## src/rtl/y86_pkg.sv

```systemverilog
// rtl/y86_pkg.sv - shared width and ALU opcode constants for the Y86-64 execute stage
package y86_pkg;
  localparam int WIDTH = 64;

  // Opcode is {s0,s1}
  localparam logic [1:0] ALU_ADD = 2'b00;
  localparam logic [1:0] ALU_SUB = 2'b10;
  localparam logic [1:0] ALU_AND = 2'b01;
  localparam logic [1:0] ALU_XOR = 2'b11;
endpackage

```

## src/rtl/y86_addsub64.sv

```systemverilog
// rtl/y86_addsub64.sv - combinational adder/subtractor: x + (y ^ {sub}) + sub, with signed overflow
module y86_addsub64 #(
  parameter int WIDTH = y86_pkg::WIDTH
) (
  input  logic [WIDTH-1:0] x,
  input  logic [WIDTH-1:0] y,
  input  logic             sub,
  output logic [WIDTH-1:0] sum,
  output logic             overflow
);
  logic [WIDTH-1:0] y_eff;

  assign y_eff = y ^ {WIDTH{sub}};
  assign sum   = x + y_eff + {{(WIDTH-1){1'b0}}, sub};

  // Overflow judged on the effective (possibly inverted) operand, so one rule covers add and subtract
  assign overflow = (x[WIDTH-1] == y_eff[WIDTH-1]) && (sum[WIDTH-1] != x[WIDTH-1]);
endmodule

```

## src/rtl/y86_alu64.sv

```systemverilog
// rtl/y86_alu64.sv - registered four-function Y86-64 ALU with overflow, zero and sign flags
module y86_alu64
  import y86_pkg::*;
#(
  parameter int WIDTH = y86_pkg::WIDTH
) (
  input  logic             clk,
  input  logic             rst,
  input  logic             s0,
  input  logic             s1,
  input  logic [WIDTH-1:0] a,
  input  logic [WIDTH-1:0] b,
  output logic [WIDTH-1:0] sum,
  output logic [WIDTH-1:0] diff,
  output logic [WIDTH-1:0] and_out,
  output logic [WIDTH-1:0] xor_out,
  output logic             overflow,
  output logic [WIDTH-1:0] result,
  output logic             zf,
  output logic             sf
);
  logic [WIDTH-1:0] add_res;
  logic [WIDTH-1:0] sub_res;
  logic [WIDTH-1:0] and_res;
  logic [WIDTH-1:0] xor_res;
  logic [WIDTH-1:0] sel_res;
  logic             add_ovf;
  logic             sub_ovf;
  logic             sel_ovf;

  y86_addsub64 #(.WIDTH(WIDTH)) u_add (
    .x(a), .y(b), .sub(1'b0), .sum(add_res), .overflow(add_ovf)
  );

  // subq computes b - a, hence the swapped operands
  y86_addsub64 #(.WIDTH(WIDTH)) u_sub (
    .x(b), .y(a), .sub(1'b1), .sum(sub_res), .overflow(sub_ovf)
  );

  assign and_res = a & b;
  assign xor_res = a ^ b;

  always_comb begin
    sel_res = add_res;
    sel_ovf = add_ovf;
    case ({s0, s1})
      ALU_ADD: begin sel_res = add_res; sel_ovf = add_ovf; end
      ALU_SUB: begin sel_res = sub_res; sel_ovf = sub_ovf; end
      ALU_AND: begin sel_res = and_res; sel_ovf = 1'b0;    end
      ALU_XOR: begin sel_res = xor_res; sel_ovf = 1'b0;    end
    endcase
  end

  always_ff @(posedge clk) begin
    if (rst) begin
      sum      <= '0;
      diff     <= '0;
      and_out  <= '0;
      xor_out  <= '0;
      overflow <= 1'b0;
      result   <= '0;
      zf       <= 1'b0;
      sf       <= 1'b0;
    end else begin
      sum      <= add_res;
      diff     <= sub_res;
      and_out  <= and_res;
      xor_out  <= xor_res;
      overflow <= sel_ovf;
      result   <= sel_res;
      zf       <= (sel_res == '0);
      sf       <= sel_res[WIDTH-1];
    end
  end
endmodule

```

## config.mk

```make
export PLATFORM = sky130hd
export DESIGN_NAME = y86_alu64
export DESIGN_NICKNAME = d
export VERILOG_FILES = /design/src/rtl/y86_pkg.sv /design/src/rtl/y86_addsub64.sv /design/src/rtl/y86_alu64.sv
export SDC_FILE = /design/constraint.sdc
export NUM_CORES = 1
export LEC_CHECK = 0
export ABC_AREA = 1
export CORE_ASPECT_RATIO = 0.5
export CORE_UTILIZATION = 30
export CTS_BUF_LIST = sky130_fd_sc_hd__clkbuf_2
export DETAILED_ROUTE_END_ITERATION = 10
export PLACE_DENSITY_LB_ADDON = 0.25
export SETUP_SLACK_MARGIN = 0.2
export SLEW_MARGIN = 30
export SYNTH_ARGS = -nofsm -noshare
export SYNTH_HDL_FRONTEND = slang
export SYNTH_HIERARCHICAL = 1
export SYNTH_SLANG_ARGS = --single-unit
export TNS_END_PERCENT = 10
```

## constraint.sdc

```tcl
create_clock -name clk -period 4.8 [get_ports clk]
set_clock_uncertainty 0.05 [all_clocks]
set_input_delay 0.96 -clock clk [delete_from_list [all_inputs] [get_ports clk]]
set_output_delay 0.96 -clock clk [all_outputs]
set_load 0.01 [all_outputs]
```

# Yosys cells after proc, flatten, opt, wreduce, memory -nomap -nowiden
# Cells that the tools add are included.
[word_totals]
reg_bits = 323
input_bits = 132
output_inout_bits = 323
word_cells = 28
[op_classes]
addsub = 3
n_eq_ne = 7
muxes = 2
bitwise = 3
n_reduce_logical = 5
[ops]
columns = ["op", "count"]
rows = [
  ["64-bit one-hot mux with 4 select lines", 1],
  ["64-bit adder", 2],
  ["64-bit by 1-bit adder with 64-bit output (second input constant)", 1],
  ["64-bit bitwise AND", 1],
  ["64-bit zero test", 1],
  ["64-bit NOT", 1],
  ["64-bit XOR", 1],
  ["2-bit == test (second input constant)", 2],
  ["1-bit one-hot mux with 3 select lines", 1],
  ["1-bit == test", 2],
  ["2-bit by 1-bit == test with 1-bit output (second input constant)", 1],
  ["1-bit logical AND", 2],
  ["2-bit zero test", 1],
  ["1-bit != test", 2],
  ["2-bit OR reduction", 1],
]

# Depth between registers and ports, before layout
[depth]
ltp_word = 6
depth_mapped = 29
depth_no_buf = 28

# Modules after synthesis
# The synthesis kept the hierarchy.
[by_module_without_submodules]
columns = ["module", "n_inst", "cells_per_inst", "area_each_um2", "seq_area_each_um2"]
rows = [
  ["y86_alu64", 1, 1493, 11730.0, 6446.2],
  ["y86_addsub64 at u_sub", 1, 1126, 5823.1, 0.0],
  ["y86_addsub64 at u_add", 1, 1119, 5806.8, 0.0],
]

# Worst setup path before layout
# No wires, ideal clock.
[synth_timing]
kind = "input to register"
start = "in b[0]"
end = "reg zf"
setup_time_ns = 0.064
arrival_time_ns = 3.033
required_time_ns = 4.686
setup_slack_ns = 1.653
path_stages = 25
n_path_buf = 0
cell_sequence = "inv_1 > nand2_1 > nand2_1 > fa_1 > inv_1 > nand3_1 > nand2_2 > nand2_1 > nand2_2 > inv_1 > o21bai_2 > nand2_1 > nand2_1 > xor2_1 > inv_1 > nand2_1 > nand2_1 > nand3_1 > nand2_1 > nand2_1 > nor2_1 > nand2_1 > nor2_1 > nand3_1 > nor2_1"
[synth_via]
elab_chain_cells = 4
word_cells_on_any_way = 7
cone_classes = "3 x add/sub; 1 x mux; 2 x bitwise; 1 x reduce/logical"
[synth_rtl]
columns = ["item", "line", "rtl"]
rows = [
  ["start: declaration", "y86_alu64.sv:12", "input logic [WIDTH-1:0] b,"],
  ["64-bit adder", "y86_addsub64.sv:14", "assign sum = x + y_eff + {{(WIDTH-1){1'b0}}, sub};"],
  ["64-bit by 1-bit adder with 64-bit output", "y86_addsub64.sv:14", ""],
  ["net sub_res[32]", "y86_alu64.sv:23", "logic [WIDTH-1:0] sub_res;"],
  ["64-bit one-hot mux with 4 select lines", "y86_alu64.sv:46", "case ({s0, s1})"],
  ["64-bit zero test", "y86_alu64.sv:71", "zf <= (sel_res == '0);"],
  ["end signal: assignment", "y86_alu64.sv:71", ""],
  ["end: declaration", "y86_alu64.sv:19", "output logic zf,"],
]
# The timed path passes the listed nets, and every way through them passes these cells.
# A chain may end at the register's enable or synchronous reset.

# Worst setup path after layout
[layout_timing]
start = "in a[30]"
end = "reg zf"
[layout_via]
elab_chain_cells = 5
word_cells_on_any_way = 8
cone_classes = "3 x add/sub; 1 x mux; 3 x bitwise; 1 x reduce/logical"
[layout_rtl]
columns = ["item", "line", "rtl"]
rows = [
  ["start: declaration", "y86_alu64.sv:11", "input logic [WIDTH-1:0] a,"],
  ["64-bit NOT (no source line)", "n/a", ""],
  ["64-bit adder", "y86_addsub64.sv:14", ""],
  ["64-bit by 1-bit adder with 64-bit output", "y86_addsub64.sv:14", ""],
  ["net sub_res[63]", "y86_alu64.sv:23", ""],
  ["64-bit one-hot mux with 4 select lines", "y86_alu64.sv:46", ""],
  ["64-bit zero test", "y86_alu64.sv:71", ""],
]
# The timed path passes the listed nets, and every way through them passes these cells.

==> results.txt <==
* Startpoint of the worst hold path: s1
* Number of warnings issued by yosys: 6
- Nature of the critical path startpoint: input pin
* Period utilization: 0.900
- The critical path in this run is classified as in2reg.
- Leakage: 0.0170 uW
* Post-CTS Repair Setup Buffers: 0
- Final Instance Count excl. Fillers: 5751
- Of the synthesized area, sequential elements account for 0.276.
- Utilization after layout: 0.438
* Fraction of final layout cells with drive strength greater than 1: 0.152
* Area growth from synthesis to layout: 42.7%
- Async S/R FF share, synth: 0
- After clock tree synthesis, the clock-pin slew on the worst setup and hold paths is 0.14 ns.
- Min-Delay Path Depth: 7
* Max Freq: 0.231 GHz
- The detail route stage leaves a number of antenna-violating nets equal to 0.
* Overall overflow remaining after global route: 0
- Across every metal layer, demand over resource in global routing totals 0.335.
- Total Wirelength: 135000 um
* Die extent in x: 397 um
* Buffers on Ports: 454
- Kind of end point of the critical path: register
- Yosys mapped a number of flops with a built-in enable equal to 0.
* CP arrival: 5.45 ns
- Once detailed placement completed, the half-perimeter wirelength came to 116000 um.
* Detail-routed via count per cell: 4.79
- Dividing total power by cell area gives a power density of 309 mW/mm2.
* TritonCTS clock tree: yes
- Clock root buffer: clkbuf_2
- The first global-routing pass estimated 186000 um of wire.
- Synth Cell Area: 0.0234 mm2
- In this run, distinct cell masters in the synthesized netlist total 43.
- Placed cell count: 5628
- Capture endpoint of the worst hold path: result[10]
* Initial antenna violation count: 12
- Critical Path RT: 5.93 ns
- DRC violation count after routing: 22
- In this run the deepest clock path goes through 3 buffers.
- RSZ-0062 raised after global routing: false
- The first detailed-routing pass ran for 9 iterations.
- Class of the tightest hold or removal check: in2reg
- The filler cells instantiated in the layout total 8295.
- The most used flip-flop cell after synthesis is dfxtp_1.
* Mean Syn Cell Area: 6.25 um2
- Count of max-cap constraint violations: 0
- Violated checks: DRC
- Counting every net in the synthesized netlist gives 4060.
- Top fanout value on the critical path: 4
- Min cycle time layout: 4.32 ns
- Synthesis produced a netlist whose cell count is 3738.
- For this design the top-level I/O count stands at 455.
- Hold-fix buffers at CTS: 1
- Routability-driven placement finished with a final weighted congestion of 1.07.
- The run finished, with violations left.
- Gates resized, CTS repair: 0
- For this run, the post-layout net count is 5005.
- The floorplan has 71 rows.
- Area of the placeable core: 0.0761 mm2
- Starting utilization of the core area: 0.307
* Depth of the CTS H-tree: 3
- Mean routed wirelength per cell: 23.4 um
- At the pin with the least slew margin, the transition time is 0.892 ns.
- The tree built by TritonCTS fans out to 322 sinks.
- For this block, the initial DRC count from the detailed router was 2734.
- Maximum number of pins on one net before global-route repair: 109
* Pins over their slew limit: 0
- Die extent in y: 199 um
- VDD sags by at most 0.167 mV.
- Worst slew margin relative to its limit: 0.405
- Counting flops and latches in the post-synthesis netlist gives 322.
- Die area: 0.0791 mm2
- Setup violations remaining at the end of the flow were counted as 0.
- The via count of the first global-routing pass is 26.4k.
* CTS Buf Count: 74
- The hold violation count in the final report came to 0.
* Total number of vias: 27.6k
## area by class of cell
cell class | instances | area (um2) | area share
clock inverter | 19 | 153 | 0.00458
sequential | 322 | 6450 | 0.193
tap | 1022 | 1280 | 0.0384
inverter | 632 | 2380 | 0.0713
clock buffer | 96 | 480 | 0.0144
timing repair buffer | 956 | 8460 | 0.254
antenna | 7 | 17.5 | 0.000526
multi-input combinational | 2697 | 14100 | 0.423
## cell families after synthesis
| family | synth area share |
|---|---|
| other | 0.000321 |
| buffers and inverters | 0.120 |
| XOR/XNOR | 0.0757 |
| adder cells (fa/ha/maj) | 0.102 |
| flip-flops | 0.276 |
| AO/OA/AOI/OAI | 0.0709 |
| AND/OR/NAND/NOR | 0.354 |
## per-layer routing
layer / global-route usage / share of wire / vias to the layer above / routed length, um
met5: 0 / 0.00050 / - / 67
met4: 0.107 / 0.030 / 10 / 4030
met3: 0.0857 / 0.081 / 167 / 11000
met2: 0.504 / 0.42 / 999 / 55900
met1: 0.463 / 0.47 / 13000 / 63600
li1: - / - / 13400 / -
## where the power goes
part / internal, uW / switching (uW) / leakage, uW
clock network: 695 / 1130 / 0.000476
logic: 2220 / 3170 / 0.0139
registers: 3000 / 100 / 0.00267
## state kept, by name, indices dropped and copies added (netlist names)
name,count
and_out,64
diff,64
result,64
sum,64
xor_out,64
overflow,1
zf,1
## critical path, cell delays in order
cell and delay, ns:
clkdlybuf4s50_1 0.54, xor2_1 0.09, ha_1 0.34, buf_4 0.15
nand2_1 0.05, nand2_1 0.07, a21oi_1 0.41, o21ai_0 0.32
a21oi_1 0.22, nand2_2 0.19, nand2_2 0.15, nand2_1 0.08
nand2_1 0.06, nand2_1 0.06, nand2_1 0.07, nand3_1 0.10
a21oi_1 0.14, buf_4 0.20, nand3_1 0.10, nor2_1 0.41
nand3_1 0.39, buf_4 0.25, nor2_1 0.07
## synth_stat cells, types with 3 or more instances
library cell	count	area, um2
nand2_1	916	3440
nor2_1	670	2510
inv_1	609	2290
dfxtp_1	322	6450
nand3_1	241	1210
xor2_1	196	1720
ha_1	188	2350
a21oi_1	172	861
o21ai_0	74	370
clkbuf_1	47	176
nand4_1	39	244
nand2_2	34	213
nor3_1	32	160
o21bai_1	29	218
buf_2	28	140
nor2_2	27	169
inv_2	20	75.1
o21ai_1	13	65.1
nand3b_1	9	67.6
nand3_2	8	80.1
buf_6	7	78.8
nor2_4	6	67.6
xnor2_1	6	52.6
a21o_1	5	37.5
buf_4	5	37.5
and2_1	4	25.0
o21a_1	4	30.0
nor4_1	3	18.8
or2_2	3	18.8
## per-stage QoR
stage | TNS, ns | worst slack (ns) | area, um2 | hold WS, ns | total power (uW)
6_report | 0 | 0.480 | 33300 | 0.456 | 10300
5_1_grt | 0 | 0.379 | 33300 | 0.381 | 10900
4_1_cts | 0 | 0.735 | 33300 | 0.275 | 10300
3_5_place_dp | -0.663 | -0.663 | 32700 | 1.40 | 8450
3_3_place_gp | -0.670 | -0.670 | 32700 | 1.41 | 8470
2_1_floorplan | 0 | 1.65 | 23400 | 1.13 | 5530
## worst max-delay path by stage
stage,start,end,cells after the start
3_3_place_gp,a[28],zf,22
5_1_grt,a[30],zf,23
6_report,a[30],zf,23
2_1_floorplan,b[0],zf,25
4_1_cts,a[30],zf,23
3_5_place_dp,a[30],zf,23
## cell usage in the layout, fill, tap and decap left out, types with 29 or more instances in the layout
master and n:
nand3_1 241, buf_4 489, ha_1 188, clkdlybuf4s50_1 451, clkbuf_2 96, inv_1 609
o21bai_1 29, nand2_1 916, o21ai_0 74, nor3_1 32, nand2_2 34, a21oi_1 172
nand4_1 39, dfxtp_1 322, xor2_1 196, nor2_1 669
(Power assumes the default switching activity.)
